--- src/rtl/if_prefetch_unit.sv ---
`default_nettype none
// ============================================================================
// Module   : if_prefetch_unit
// Brief    : Instruction fetch stage with a credit-limited prefetch queue.
// Revision : 1.0
// ============================================================================
module if_prefetch_unit #(
  parameter int          DEPTH    = 4,
  parameter logic [31:0] RESET_PC = 32'h0000_0000
) (
  input  logic        clk,
  input  logic        reset,
  output logic        imem_req_valid,
  output logic [31:0] imem_req_addr,
  input  logic        imem_req_ready,
  input  logic        imem_resp_valid,
  input  logic [31:0] imem_resp_inst,
  output logic        id_valid,
  output logic [31:0] id_inst,
  output logic [31:0] id_pc,
  input  logic        id_ready,
  input  logic        redirect_valid,
  input  logic [31:0] redirect_pc,
  input  logic        halt
);

  localparam int          c_AW    = $clog2(DEPTH);
  localparam int          c_CW    = c_AW + 1;
  localparam logic [31:0] c_NOP   = 32'h0000_0013;
  localparam logic [c_CW-1:0] c_FULL    = c_CW'(DEPTH);
  localparam logic [c_CW:0]   c_DEPTH_W = (c_CW + 1)'(DEPTH);

  logic [31:0]     r_fetch_pc;
  logic [31:0]     r_resp_pc;
  logic [c_AW-1:0] r_rd;
  logic [c_AW-1:0] r_wr;
  logic [c_CW-1:0] r_count;
  logic [c_CW-1:0] r_outstanding;
  logic [c_CW-1:0] r_drop;
  logic [31:0]     r_q_inst [DEPTH];
  logic [31:0]     r_q_pc   [DEPTH];

  logic [c_CW:0]   w_inflight;
  logic [c_CW-1:0] w_out_after_resp;
  logic [31:0]     w_redir_pc;
  logic            w_fire;
  logic            w_drop_resp;
  logic            w_push;
  logic            w_pop;

  assign w_inflight       = {1'b0, r_count} + {1'b0, r_outstanding};
  assign w_out_after_resp = r_outstanding - c_CW'(imem_resp_valid);
  assign w_redir_pc       = redirect_pc & ~32'h0000_0003;

  // Credit check counts queued plus in-flight words so a push can never overflow.
  assign imem_req_valid = reset && !redirect_valid && !halt && (w_inflight < c_DEPTH_W);
  assign imem_req_addr  = r_fetch_pc;

  assign w_fire      = imem_req_valid && imem_req_ready;
  assign w_drop_resp = imem_resp_valid && (r_drop != '0);
  assign w_push      = imem_resp_valid && (r_drop == '0) && !redirect_valid;
  assign w_pop       = id_valid && id_ready;

  assign id_valid = (r_count != '0);
  assign id_inst  = id_valid ? r_q_inst[r_rd] : c_NOP;
  assign id_pc    = id_valid ? r_q_pc[r_rd]   : 32'h0000_0000;

  always_ff @(posedge clk or negedge reset) begin
    if (!reset) begin
      r_fetch_pc    <= RESET_PC;
      r_resp_pc     <= RESET_PC;
      r_rd          <= '0;
      r_wr          <= '0;
      r_count       <= '0;
      r_outstanding <= '0;
      r_drop        <= '0;
    end else if (redirect_valid) begin
      // Every word still in flight after this cycle belongs to the old path.
      r_fetch_pc    <= w_redir_pc;
      r_resp_pc     <= w_redir_pc;
      r_rd          <= r_wr;
      r_count       <= '0;
      r_outstanding <= w_out_after_resp;
      r_drop        <= w_out_after_resp;
    end else begin
      if (w_fire) begin
        r_fetch_pc <= r_fetch_pc + 32'd4;
      end
      r_outstanding <= w_out_after_resp + c_CW'(w_fire);
      if (w_drop_resp) begin
        r_drop <= r_drop - 1'b1;
      end
      if (w_push) begin
        r_wr      <= r_wr + 1'b1;
        r_resp_pc <= r_resp_pc + 32'd4;
      end
      if (w_pop) begin
        r_rd <= r_rd + 1'b1;
      end
      r_count <= r_count + c_CW'(w_push) - c_CW'(w_pop);
    end
  end

  always_ff @(posedge clk) begin
    if (w_push) begin
      r_q_inst[r_wr] <= imem_resp_inst;
      r_q_pc[r_wr]   <= r_resp_pc;
    end
  end

  a_no_overflow : assert property (@(posedge clk) disable iff (!reset)
    w_push |-> (r_count != c_FULL))
    else $error("prefetch queue overflow");

endmodule
`default_nettype wire

--- config.mk ---
export PLATFORM = sky130hd
export DESIGN_NAME = if_prefetch_unit
export DESIGN_NICKNAME = d
export VERILOG_FILES = /design/src/rtl/if_prefetch_unit.sv
export SDC_FILE = /design/constraint.sdc
export NUM_CORES = 1
export LEC_CHECK = 0
export BUFFER_PORTS_ARGS = -buffer_cell sky130_fd_sc_hd__buf_2
export CORE_ASPECT_RATIO = 1.1
export CORE_UTILIZATION = 51
export CTS_CLUSTER_DIAMETER = 30
export DETAILED_ROUTE_END_ITERATION = 12
export PLACE_DENSITY = 0.72
export SLEW_MARGIN = 5
export SYNTH_ARGS = -nofsm -noshare
export SYNTH_HDL_FRONTEND = slang
export SYNTH_SLANG_ARGS = --single-unit
--- constraint.sdc ---
create_clock -name clk -period 4.44 [get_ports clk]
set_clock_uncertainty 0.15 [all_clocks]
set_input_delay 0.222 -clock clk [delete_from_list [all_inputs] [get_ports clk]]
set_output_delay 0.222 -clock clk [all_outputs]
set_load 0.01 [all_outputs]
==> run_results.csv <==
group,metric,value,unit
detailed_routing,dr.pass1.iters,5,
detailed_routing,finalWirelength,28400,um
detailed_routing,dr.first_iter.drc_count,600,
logic_synthesis,synth-edff-count,248,
outcome,status,"completed",
place,detailed_place.area,14700,sq um
grt,antenna_violations_before_repair,0,
sta,slew_headroom,34.4,%
logic_synthesis,synthCells,868,
grt,grt_start_max_net_pins,63,
logic_synthesis,ys_dominant_reg_cell,"sky130_fd_sc_hd__edfxtp_1",
clocking,tritoncts,"done",
clocking,tritoncts_buffer_count,53,
setup_path,end_kind,"register",
place,place_hpwl,16700,um
min_path,min_from,"imem_req_ready",
setup_path,cp.arrival,3.22,ns
detailed_routing,drc,0,
logic_synthesis,ys_seq_elements,321,
setup_path,critical_path.max_fanout,18,
layout,num_antenna_cells,0,
grt,number_of_global_route_vias_before_repair,8584,
place,io_buffer_count,162,
clocking,root_cell_of_the_clock_tree,"sky130_fd_sc_hd__clkbuf_16",
logic_synthesis,yosys_warnings,0,
logic_synthesis,synthesis.area,13500,sq um
logic_synthesis,syn-mean-instance-area,15.6,sq um
sta,setup_repair_after_global_routing_missed_its_margin,"no",
setup_path,worst-r2r-cell-count,7,
floorplan,core_area,26100,sq um
power,power.switching_fraction,28.5,%
min_path,hold_path.class,"in2reg",
setup_path,critPathLaunch,"r_count[1]",
detailed_routing,route.vias.total,8382,
layout,layout_common_cells,"sky130_fd_sc_hd__edfxtp_1, sky130_fd_sc_hd__buf_2, sky130_fd_sc_hd__nand2_1",
clocking,ctsResizeCount,0,
clocking,clock_tree.htree_level_count,2,
sta,finalSetupViolations,0,
layout,num-fill-cells,1866,
setup_path,path_cells,"ha_1 > nor4_1 > nand4_1 > inv_1 > nand2_1 > or3_1 > o311ai_1",
sta,max_freq,342,MHz
power,p_int,7.16,mW
setup_path,worstSetupStartpointType,"register",
layout,commonest_non_fill_non_tap_cell_in_the_layout,"sky130_fd_sc_hd__edfxtp_1",
floorplan,std_cell_rows,62,
detailed_routing,drtAntennaViolNets,0,
setup_path,timing.critical_path.required,4.73,ns
setup_path,critical-path-max-stage-delay,0.49,ns
min_path,min_path_cells,4,
layout,layout-area-overhead-vs-synth,26.9,%
setup_path,r2r_setup_slack,1.51,ns
sta,finalHoldViolations,0,
power,seqPwrFrac,36.6,%
setup_path,crit-reg2reg-launch,"r_count[1]",
grt,global_route_wire_length_before_repair,45400,um
layout,stdcell_area,17200,sq um
setup_path,crit_type,"reg2reg",
power,power_switching,2.86,mW
sta,final.period_utilization,65.9,%
detailed_routing,wl_per_cell,18.7,um
logic_synthesis,postSynth.asyncResetShare,22.7,%
detailed_routing,avgViaCountPerCell,5.51,
clocking,path_clk_slew,0.05,ns
power,power_leakage,6.43,nW
clocking,cts.sinks,321,
grt,total_global_routing_track_utilization,21.6,%
floorplan,starting_density_of_the_core,52.0,%
power,power.share.combinational,23.5,%
layout,layout-drive-gt1-share,29.5,%
floorplan,boundaryPins,169,
min_path,hold-path-endpoint,"imem_req_addr[13]",
sta,setup_tns,0,ns
sta,maxSlewViolCount,0,
setup_path,slowest_stage,"sky130_fd_sc_hd__inv_1",
setup_path,r2r_end,"imem_req_addr[17]",
logic_synthesis,synth.lib_cells_used.distinct,45,
floorplan,die_height,173,um
sta,measured_slew_at_the_worst_slew_check_pin,0.976,ns
grt,grt_remaining_overflow,0,
floorplan,floorplan.die.width,157,um
layout,nets,1212,
run,maxCapViolCount,0,
place,gp_congestion,0.870,
power,pwr_per_cell_area,583,nW/um^2
clocking,cts.path.max_buffers,3,
logic_synthesis,synth-seq-area-share,68.5,%
power,p_clk_share,39.9,%
sta,final.min_clock_period,2.93,ns
clocking,worstSkewPairLatency,0.54,ns
power,max-vdd-ir-drop,404,uV
floorplan,fp.dieArea,27200,sq um
==> worst max path at each step <==
stage	endpoint	slack (ns)	cells after the start
after floorplan	r_q_inst[0][0]	1.31	5
after global placement	r_count[2]	1.61	10
after detailed placement	imem_req_addr[17]	1.50	7
after CTS	imem_req_addr[17]	1.52	7
after global routing	imem_req_addr[17]	1.24	7
final	imem_req_addr[17]	1.51	7
==> cell families after synthesis <==
logic type	after synthesis	share of synthesized area, %
DFF	321	68.5
and+or+nand+nor	280	11.1
AOI/OAI and AO/OA	82	3.62
muxes	70	10.9
buffers and inverters	59	1.79
xor gates and xnor gates	38	2.46
adders and majority gates	17	1.63
other	1	0.0277
==> worst max-delay path, delay by kind of cell (launching register included) <==
family / cells / cell delay (ns)
AOI/OAI and AO/OA: 1 / 0.27
DFF: 1 / 0.44
and+or+nand+nor: 4 / 1.26
buffers and inverters: 1 / 0.49
adders and majority gates: 1 / 0.22
==> layer usage <==
| layer | GRT usage (%) | up-vias | routed length (um) |
|---|---|---|---|
| met4 | 6.19 | 0 | 497 |
| met3 | 4.39 | 44 | 1990 |
| met2 | 35.4 | 316 | 13900 |
| met5 | 0 | - | 0 |
| li1 | - | 3854 | - |
| met1 | 29.4 | 4168 | 12100 |
==> power groups by stage <==
stage | combinational [mW] | sequential [mW] | clock, mW
after global placement | 2.34 | 3.71 | 0
final | 2.36 | 3.66 | 4.00
after global routing | 2.63 | 3.70 | 4.19
after detailed placement | 2.36 | 3.72 | 0
after floorplan | 1.63 | 3.62 | 0
after CTS | 2.41 | 3.67 | 4.06
==> metrics by stage <==
stage               power (mW)  hold WS, ns  worst slack (ns)  std cells  utilization (%)
floorplan                 5.25       -0.224              1.31        871                -
global placement          6.05        0.119              1.61       1356             56.6
detailed placement        6.08        0.114              1.50       1356             56.6
CTS                       10.1       0.0184              1.52       1521             65.9
global route              10.5       0.0247              1.24       1521             65.9
finish                    10.0       0.0356              1.51       1521             65.9
==> layout make-up <==
type / count / area, sq um / area share (%)
inverters: 18 / 67.6 / 0.393
repair buffers: 239 / 1560 / 9.10
clock inverters: 37 / 382 / 2.22
well taps: 352 / 440 / 2.56
flip-flops and latches: 321 / 9280 / 54.0
clock buffers: 63 / 1410 / 8.19
multi-input cells: 491 / 4040 / 23.5
==> Yosys cell counts (6+ instances only) <==
| library cell | n | area, sq um |
|---|---|---|
| sky130_fd_sc_hd__ha_1 | 16 | 200 |
| sky130_fd_sc_hd__and3_1 | 12 | 75.1 |
| sky130_fd_sc_hd__edfxtp_1 | 248 | 7450 |
| sky130_fd_sc_hd__and4_1 | 6 | 52.6 |
| sky130_fd_sc_hd__mux4_2 | 62 | 1400 |
| sky130_fd_sc_hd__nor2_1 | 32 | 120 |
| sky130_fd_sc_hd__inv_1 | 17 | 63.8 |
| sky130_fd_sc_hd__nand4_1 | 23 | 144 |
| sky130_fd_sc_hd__clkbuf_1 | 27 | 101 |
| sky130_fd_sc_hd__nor4_1 | 7 | 43.8 |
| sky130_fd_sc_hd__o21ai_0 | 45 | 225 |
| sky130_fd_sc_hd__xnor2_1 | 18 | 158 |
| sky130_fd_sc_hd__a21oi_1 | 7 | 35.0 |
| sky130_fd_sc_hd__o211ai_1 | 19 | 143 |
| sky130_fd_sc_hd__nand3_1 | 30 | 150 |
| sky130_fd_sc_hd__and2_1 | 66 | 413 |
| sky130_fd_sc_hd__nand2_1 | 72 | 270 |
| sky130_fd_sc_hd__nor3_1 | 8 | 40.0 |
| sky130_fd_sc_hd__dfrtp_1 | 73 | 1830 |
| sky130_fd_sc_hd__xor2_1 | 20 | 175 |
==> state kept, by name, summed over array words and instances, names as in the netlist <==
| name | count |
|---|---|
| r_q_inst | 128 |
| r_wr | 2 |
| imem_req_addr | 30 |
| r_drop | 3 |
| r_outstanding | 3 |
| r_rd | 2 |
| r_q_pc | 120 |
| r_count | 3 |
| r_resp_pc | 30 |
==> repair_timing <==
| item | in CTS | in global routing |
|---|---|---|
| endpoints found under the hold margin | 215 | 0 |
| hold buffers | 65 | 0 |
| setup endpoints to repair | 0 | 0 |
| setup buffers | 0 | 0 |
Note: power is estimated with default switching activity, not from simulation.
